### config.mk
export PLATFORM = sky130hd
export DESIGN_NAME = toaplan2_eeprom_93c46
export DESIGN_NICKNAME = d
export VERILOG_FILES = /design/src/rtl/toaplan2_eeprom_pkg.sv /design/src/rtl/toaplan2_eeprom_sync.sv /design/src/rtl/toaplan2_eeprom_93c46.sv
export SDC_FILE = /design/constraint.sdc
export NUM_CORES = 1
export LEC_CHECK = 0
export CORE_UTILIZATION = 50
export CTS_CLUSTER_DIAMETER = 200
export DETAILED_ROUTE_END_ITERATION = 16
export PLACE_DENSITY_LB_ADDON = 0.25
export SLEW_MARGIN = 10
export SYNTH_ARGS = -nofsm -noshare
export SYNTH_HDL_FRONTEND = slang
export SYNTH_HIERARCHICAL = 1
export SYNTH_SLANG_ARGS = --single-unit
### constraint.sdc
create_clock -name CLK -period 6 [get_ports CLK]
set_clock_uncertainty 0.15 [all_clocks]
set_input_delay 1.8 -clock CLK [delete_from_list [all_inputs] [get_ports CLK]]
set_output_delay 1.8 -clock CLK [all_outputs]
set_load 0.05 [all_outputs]
### src/rtl/toaplan2_eeprom_pkg.sv
// Shared opcodes, FSM encoding and constants for the 93C46 x16 serial EEPROM model.
package toaplan2_eeprom_pkg;
  localparam logic [1:0] OP_EXT   = 2'b00;
  localparam logic [1:0] OP_WRITE = 2'b01;
  localparam logic [1:0] OP_READ  = 2'b10;
  localparam logic [1:0] OP_ERASE = 2'b11;

  localparam logic [1:0] SUB_EWDS = 2'b00;
  localparam logic [1:0] SUB_WRAL = 2'b01;
  localparam logic [1:0] SUB_ERAL = 2'b10;
  localparam logic [1:0] SUB_EWEN = 2'b11;

  localparam logic [15:0] ERASED_WORD = 16'hFFFF;

  typedef enum logic [2:0] {
    ST_IDLE, ST_START, ST_CMD, ST_READ_OUT, ST_WRITE_IN, ST_WAIT_CS, ST_BUSY
  } state_e;

  typedef enum logic [2:0] {
    P_NONE, P_WRITE, P_ERASE, P_ERAL, P_WRAL
  } pend_e;
endpackage

### src/rtl/toaplan2_eeprom_sync.sv
// Synchronises SCLK/SCS/SDI into CLK and flags SCLK rising / SCS falling edges.
module toaplan2_eeprom_sync #(
  parameter int STAGES = 2
) (
  input  logic CLK,
  input  logic RESET_N,
  input  logic sclk_i,
  input  logic cs_i,
  input  logic sdi_i,
  output logic cs_o,
  output logic sdi_o,
  output logic sclk_rise_o,
  output logic cs_fall_o
);
  // One extra stage on SCLK/SCS holds the previous synchronised level.
  logic [STAGES:0]   sclk_q, cs_q;
  logic [STAGES-1:0] sdi_q;

  always_ff @(posedge CLK or negedge RESET_N) begin
    if (!RESET_N) begin
      sclk_q <= '0;
      cs_q   <= '0;
      sdi_q  <= '0;
    end else begin
      sclk_q <= {sclk_q[STAGES-1:0], sclk_i};
      cs_q   <= {cs_q[STAGES-1:0], cs_i};
      sdi_q  <= {sdi_q[STAGES-2:0], sdi_i};
    end
  end

  assign cs_o        = cs_q[STAGES-1];
  assign sdi_o       = sdi_q[STAGES-1];
  assign sclk_rise_o = sclk_q[STAGES-1] & ~sclk_q[STAGES];
  assign cs_fall_o   = ~cs_q[STAGES-1] & cs_q[STAGES];
endmodule

### src/rtl/toaplan2_eeprom_93c46.sv
// 93C46 x16 serial EEPROM, oversampled by CLK. Define TOAPLAN2_EEPROM_DUMP_EN for a
// host save/load port (DUMP_*) and a DIRTY flag.
module toaplan2_eeprom_93c46
  import toaplan2_eeprom_pkg::*;
#(
  parameter int ADDR_W      = 6,
  parameter int DATA_W      = 16,
  parameter int BUSY_CYCLES = 4800,
  parameter int SYNC_STAGES = 2
) (
  input  logic CLK,
  input  logic RESET_N,
  input  logic EEPROM_SCLK,
  input  logic EEPROM_SCS,
  input  logic EEPROM_SDI,
  output logic EEPROM_SDO,
  output logic WR_EN_STATE
`ifdef TOAPLAN2_EEPROM_DUMP_EN
  ,
  input  logic [ADDR_W-1:0] DUMP_ADDR,
  input  logic [DATA_W-1:0] DUMP_DIN,
  input  logic              DUMP_WE,
  output logic [DATA_W-1:0] DUMP_DOUT,
  output logic              DIRTY
`endif
);
  localparam int BW    = $clog2(BUSY_CYCLES);
  localparam int CW    = $clog2(DATA_W);
  localparam int WORDS = 2**ADDR_W;

  logic cs, sdi, sclk_rise, cs_fall;

  toaplan2_eeprom_sync #(.STAGES(SYNC_STAGES)) u_sync (
    .CLK(CLK), .RESET_N(RESET_N),
    .sclk_i(EEPROM_SCLK), .cs_i(EEPROM_SCS), .sdi_i(EEPROM_SDI),
    .cs_o(cs), .sdi_o(sdi), .sclk_rise_o(sclk_rise), .cs_fall_o(cs_fall)
  );

  // Words are stored inverted so the all-zero power-up state reads as erased.
  logic [DATA_W-1:0] mem_n [WORDS];
  logic              mem_we;
  logic [ADDR_W-1:0] mem_waddr;
  logic [DATA_W-1:0] mem_wdata, rd_word;

  state_e            state_q, state_d;
  pend_e             pend_q, pend_d;
  logic [DATA_W-1:0] sr_q, sr_d;
  logic [CW-1:0]     bit_q, bit_d;
  logic [ADDR_W-1:0] addr_q, addr_d;
  logic [BW-1:0]     busy_q, busy_d;
  logic              sdo_q, sdo_d, wren_q, wren_d, fill_q, fill_d;
  logic [ADDR_W+1:0] cmd;

  assign cmd     = {sr_q[ADDR_W:0], sdi};
  assign rd_word = ~mem_n[addr_q];

  always_ff @(posedge CLK or negedge RESET_N) begin
    if (!RESET_N) begin
      state_q <= ST_IDLE;
      pend_q  <= P_NONE;
      sr_q    <= '0;
      bit_q   <= '0;
      addr_q  <= '0;
      busy_q  <= '0;
      sdo_q   <= 1'b1;
      wren_q  <= 1'b0;
      fill_q  <= 1'b0;
    end else begin
      state_q <= state_d;
      pend_q  <= pend_d;
      sr_q    <= sr_d;
      bit_q   <= bit_d;
      addr_q  <= addr_d;
      busy_q  <= busy_d;
      sdo_q   <= sdo_d;
      wren_q  <= wren_d;
      fill_q  <= fill_d;
    end
  end

  always_comb begin
    state_d = state_q; pend_d = pend_q; sr_d = sr_q; bit_d = bit_q;
    addr_d = addr_q; busy_d = busy_q; sdo_d = sdo_q; wren_d = wren_q; fill_d = fill_q;
    mem_we = 1'b0; mem_waddr = addr_q; mem_wdata = sr_q;
    if (cs_fall && (state_q inside {ST_START, ST_CMD, ST_READ_OUT, ST_WRITE_IN})) begin
      state_d = ST_IDLE;
      sdo_d   = 1'b1;
    end else begin
      case (state_q)
        ST_IDLE: if (cs) state_d = ST_START;
        ST_START: if (sclk_rise && sdi) begin
          state_d = ST_CMD;
          bit_d   = '0;
        end
        ST_CMD: if (sclk_rise) begin
          sr_d  = {sr_q[DATA_W-2:0], sdi};
          bit_d = bit_q + 1'b1;
          if (bit_q == CW'(ADDR_W+1)) begin
            addr_d = cmd[ADDR_W-1:0];
            bit_d  = '0;
            pend_d = P_NONE;
            state_d = ST_WAIT_CS;
            case (cmd[ADDR_W+1:ADDR_W])
              OP_READ:  begin state_d = ST_READ_OUT; sdo_d = 1'b0; end
              OP_WRITE: begin state_d = ST_WRITE_IN; pend_d = P_WRITE; end
              OP_ERASE: pend_d = P_ERASE;
              default: case (cmd[ADDR_W-1:ADDR_W-2])
                SUB_EWEN: wren_d = 1'b1;
                SUB_EWDS: wren_d = 1'b0;
                SUB_ERAL: pend_d = P_ERAL;
                default:  begin state_d = ST_WRITE_IN; pend_d = P_WRAL; end
              endcase
            endcase
          end
        end
        ST_READ_OUT: if (sclk_rise) begin
          sdo_d = rd_word[CW'(DATA_W-1) - bit_q];
          bit_d = bit_q + 1'b1;
          if (bit_q == CW'(DATA_W-1)) begin
            bit_d  = '0;
            addr_d = addr_q + 1'b1;
          end
        end
        ST_WRITE_IN: if (sclk_rise) begin
          sr_d  = {sr_q[DATA_W-2:0], sdi};
          bit_d = bit_q + 1'b1;
          if (bit_q == CW'(DATA_W-1)) state_d = ST_WAIT_CS;
        end
        ST_WAIT_CS: if (cs_fall) begin
          if (!wren_q || pend_q == P_NONE) begin
            state_d = ST_IDLE;
          end else begin
            state_d = ST_BUSY;
            busy_d  = '0;
            case (pend_q)
              P_WRITE: mem_we = 1'b1;
              P_ERASE: begin mem_we = 1'b1; mem_wdata = DATA_W'(ERASED_WORD); end
              P_ERAL:  begin fill_d = 1'b1; sr_d = DATA_W'(ERASED_WORD); end
              default: fill_d = 1'b1;
            endcase
          end
        end
        ST_BUSY: begin
          // Bulk ops sweep the array one word per CLK at the start of the busy window.
          if (fill_q && busy_q < BW'(WORDS)) begin
            mem_we    = 1'b1;
            mem_waddr = busy_q[ADDR_W-1:0];
          end
          if (busy_q == BW'(BUSY_CYCLES-1)) begin
            state_d = ST_IDLE;
            sdo_d   = 1'b1;
            fill_d  = 1'b0;
          end else begin
            busy_d = busy_q + 1'b1;
            sdo_d  = ~cs;
          end
        end
        default: state_d = ST_IDLE;
      endcase
    end
  end

`ifdef TOAPLAN2_EEPROM_DUMP_EN
  logic [DATA_W-1:0] dump_q;
  logic              dirty_q;

  always_ff @(posedge CLK) begin
    if (mem_we) mem_n[mem_waddr] <= ~mem_wdata;
    if (DUMP_WE) mem_n[DUMP_ADDR] <= ~DUMP_DIN;
    dump_q <= ~mem_n[DUMP_ADDR];
  end

  always_ff @(posedge CLK or negedge RESET_N) begin
    if (!RESET_N)     dirty_q <= 1'b0;
    else if (mem_we)  dirty_q <= 1'b1;
    else if (DUMP_WE) dirty_q <= 1'b0;
  end

  assign DUMP_DOUT = dump_q;
  assign DIRTY     = dirty_q;
`else
  always_ff @(posedge CLK) begin
    if (mem_we) mem_n[mem_waddr] <= ~mem_wdata;
  end
`endif

  assign EEPROM_SDO  = sdo_q;
  assign WR_EN_STATE = wren_q;
endmodule

==> impl_metrics.json <==
{
  "status": "complete, no violations",
  "hold_viol_final": 0,
  "worstMarginPinSlew_ns": 1.109,
  "syn_to_final_growth_pct": 12.19,
  "post-cts-setup-buffer-count": 0,
  "gr-total-overflow": 0,
  "net-switching-power_mw": 4.509,
  "p_sw_frac": 0.2498,
  "ys_ff_latch": 1080,
  "fp.dieH_um": 295.2,
  "yosysSeqAreaShare": 0.7481,
  "critPathBufInv": 1,
  "synth_area_leaders": "edfxtp_1 72%, mux4_2 9.4%, mux2i_1 3.7%",
  "cts_hold_buf": 0,
  "final_core_util": 0.5663,
  "die_x_um": 295.2,
  "viasPerCell": 6.313,
  "placed_area_um2": 44710,
  "synthCells": 2297,
  "place.gp.congestion": 0.9312,
  "ys_async_sr_fraction": 0.05185,
  "grt_max_degree": 65,
  "insertion_delay_ns": 0.67,
  "cp_max_fo": 49,
  "crit_chain": "buf_12 -> mux4_1 -> mux2_2 -> a221oi_1 -> a21oi_1 -> nor2_1 -> a2111o_1 -> nor4_1 -> o31ai_1",
  "syn_nets": 2308,
  "path_clk_slew_ns": 0.07,
  "yosysWarnings": 6,
  "required_ns": 6.42,
  "final_common_cell": "edfxtp_1",
  "cts_root_buf": "clkbuf_16",
  "crit_arrival_ns": 4.66,
  "drv_slew": 0,
  "cap_viol_max_count": 0,
  "avgSynthCellArea_um2": 18.71,
  "relSlewSlack": 0.2604,
  "seqPwrFrac": 0.530,
  "wl_um": 108700,
  "first_global_vias": 22440,
  "hold_path.class": "flop to flop",
  "start_util": 0.5048,
  "fin_tns_setup_ns": 0,
  "cp_top_family": "compound AO/OA/AOI/OAI gates",
  "internal_power_mw": 13.54,
  "clock-sinks": 1080,
  "antenna_found_initial": 1,
  "dr.pass1.iters": 6,
  "synthFlopType": "edfxtp_1",
  "final.period_utilization": 0.7072,
  "postLayoutCellArea_um2": 48220,
  "die-area_um2": 87140,
  "clockPowerShare": 0.371,
  "drt-wirelength-per-cell_um": 29.93,
  "power_frac_comb": 0.099,
  "pwr_density_cell_nw_per_um2": 374.4,
  "synth_top_area_frac": 0.7154,
  "crit_type": "flop to flop",
  "ios": 7,
  "postRouteAntennaNets": 0,
  "grt_pass1_wl_um": 158000,
  "ctsResizeCount": 0,
  "synth_cell_types": 80,
  "clockBufferDepth": 3,
  "grt_usage": 0.2543,
  "cp_slowest_stage_delay_ns": 1.04,
  "timing.hold.ws_ns": 0.1993,
  "peakVddDrop_v": 0.0004036,
  "synth-edff-count": 1024,
  "fp-row-count": 107,
  "cts_buffers": 107,
  "synth_top_area_cell": "edfxtp_1",
  "core_area_um2": 85150,
  "hpwl_um": 64220,
  "clock.fmax_mhz": 235.7,
  "rsz0062_at_grt": "no",
  "num_vias": 22930,
  "io_buffers": 6,
  "nNetsFinal": 2407,
  "cts_tree": "built",
  "p_leak_nw": 14.86,
  "fin_crit_ns": 4.243,
  "final_cell_mix": "1024 x edfxtp_1, 179 x mux4_2, 159 x mux2i_1",
  "drtIter0Drc": 2797,
  "finalSetupViolCount": 0,
  "crit_path_end_kind": "flop",
  "startpoint_type": "flop",
  "drc": 0,
  "crit_slowest_cell": "dfrtp_4",
  "syn_area_um2": 42980,
  "drive_gt1_frac": 0.2023,
  "cts_max_level": 3
}
[area by class of cell]
type / instances / area (um2)
Antenna cell: 2 / 5.005
Tap cell: 1144 / 1431
Clock buffer: 136 / 2828
Sequential cell: 1080 / 32160
Clock inverter: 63 / 669.4
Timing Repair Buffer: 127 / 1026
Inverter: 21 / 78.83
Fill cell: 6383 / 36930
Multi-Input combinational cell: 1059 / 10020
[stage by stage]
step	std cells	power (mW)	setup slack (ns)
finish	3632	18.05	1.757
global route	3630	18.54	1.624
CTS	3630	18.12	1.844
detailed placement	3431	11.51	1.843
global placement	3431	11.40	1.875
floorplan	2297	10.49	2.407
[power by group through the flow]
stage / registers, mW / clock network (mW) / logic [mW]
5_1_grt: 9.57 / 7.06 / 1.91
4_1_cts: 9.55 / 6.77 / 1.80
3_5_place_dp: 9.71 / 0 / 1.79
3_3_place_gp: 9.70 / 0 / 1.70
6_report: 9.56 / 6.70 / 1.79
2_1_floorplan: 9.64 / 0 / 0.851
[logic make-up after synthesis]
logic type | after synthesis | share of synthesized area
and+or+nand+nor | 384 | 0.04035
muxes | 355 | 0.1370
DFF | 1080 | 0.7481
adders and majority gates | 6 | 0.001747
AOI/OAI and AO/OA | 301 | 0.04757
xor gates and xnor gates | 13 | 0.002649
buffers and inverters | 158 | 0.02259
[routing by layer]
metal	up-vias	global-route usage	part of all wire
li1	9522	-	-
met1	12090	0.3723	0.41
met2	1125	0.3880	0.47
met3	190	0.04533	0.090
met4	2	0.08682	0.031
met5	-	0	0.00011
[Yosys cell counts, drive strengths merged, types with 6 or more instances]
cell,number
a211oi,23
mux2i,159
xor2,8
a221oi,19
a2111oi,7
nand3,25
ha,6
nand2b,6
and3,7
o21ai,47
edfxtp,1024
buf,72
and2,6
mux4,184
o221ai,35
nor4,7
inv,19
dfrtp,55
nand2,109
mux2,12
a31oi,11
clkbuf,65
nor3,20
nor2,167
a21oi,76
a22oi,20
o22ai,28
nor2b,10
[flip-flops by register name, indices dropped and copies added (netlist names)]
register,cells
u_sync/cs_q,3
sr_q,16
pend_q,3
u_sync/sclk_q,3
u_sync/sdi_q,2
EEPROM_SDO,1
mem_n,1024
bit_q,4
fill_q,1
busy_q,13
addr_q,6
WR_EN_STATE,1
state_q,3
[final timing paths]
check / from / endpoint / slack [ns] / depth (start not counted)
max: addr_q[0] / EEPROM_SDO / 1.76 / 9
min: u_sync/sdi_q[0] / u_sync/sdi_q[1] / 0.20 / 0
min in group asynchronous: RESET_N / u_sync/sclk_q[0] / 1.10 / 1
max in group asynchronous: RESET_N / EEPROM_SDO / 3.68 / 2
max reg2reg: addr_q[0] / EEPROM_SDO / 1.76 / 9
min reg2reg: u_sync/sdi_q[0] / u_sync/sdi_q[1] / 0.20 / 0
[worst register-to-register path: stages (launching register included)]
cell and delay [ns]:
dfrtp_4 1.04, buf_12 0.47, mux4_1 0.67, mux2_2 0.30, a221oi_1 0.72, a21oi_1 0.17
nor2_1 0.19, a2111o_1 0.11, nor4_1 0.05, o31ai_1 0.29
(Power assumes the default switching activity.)
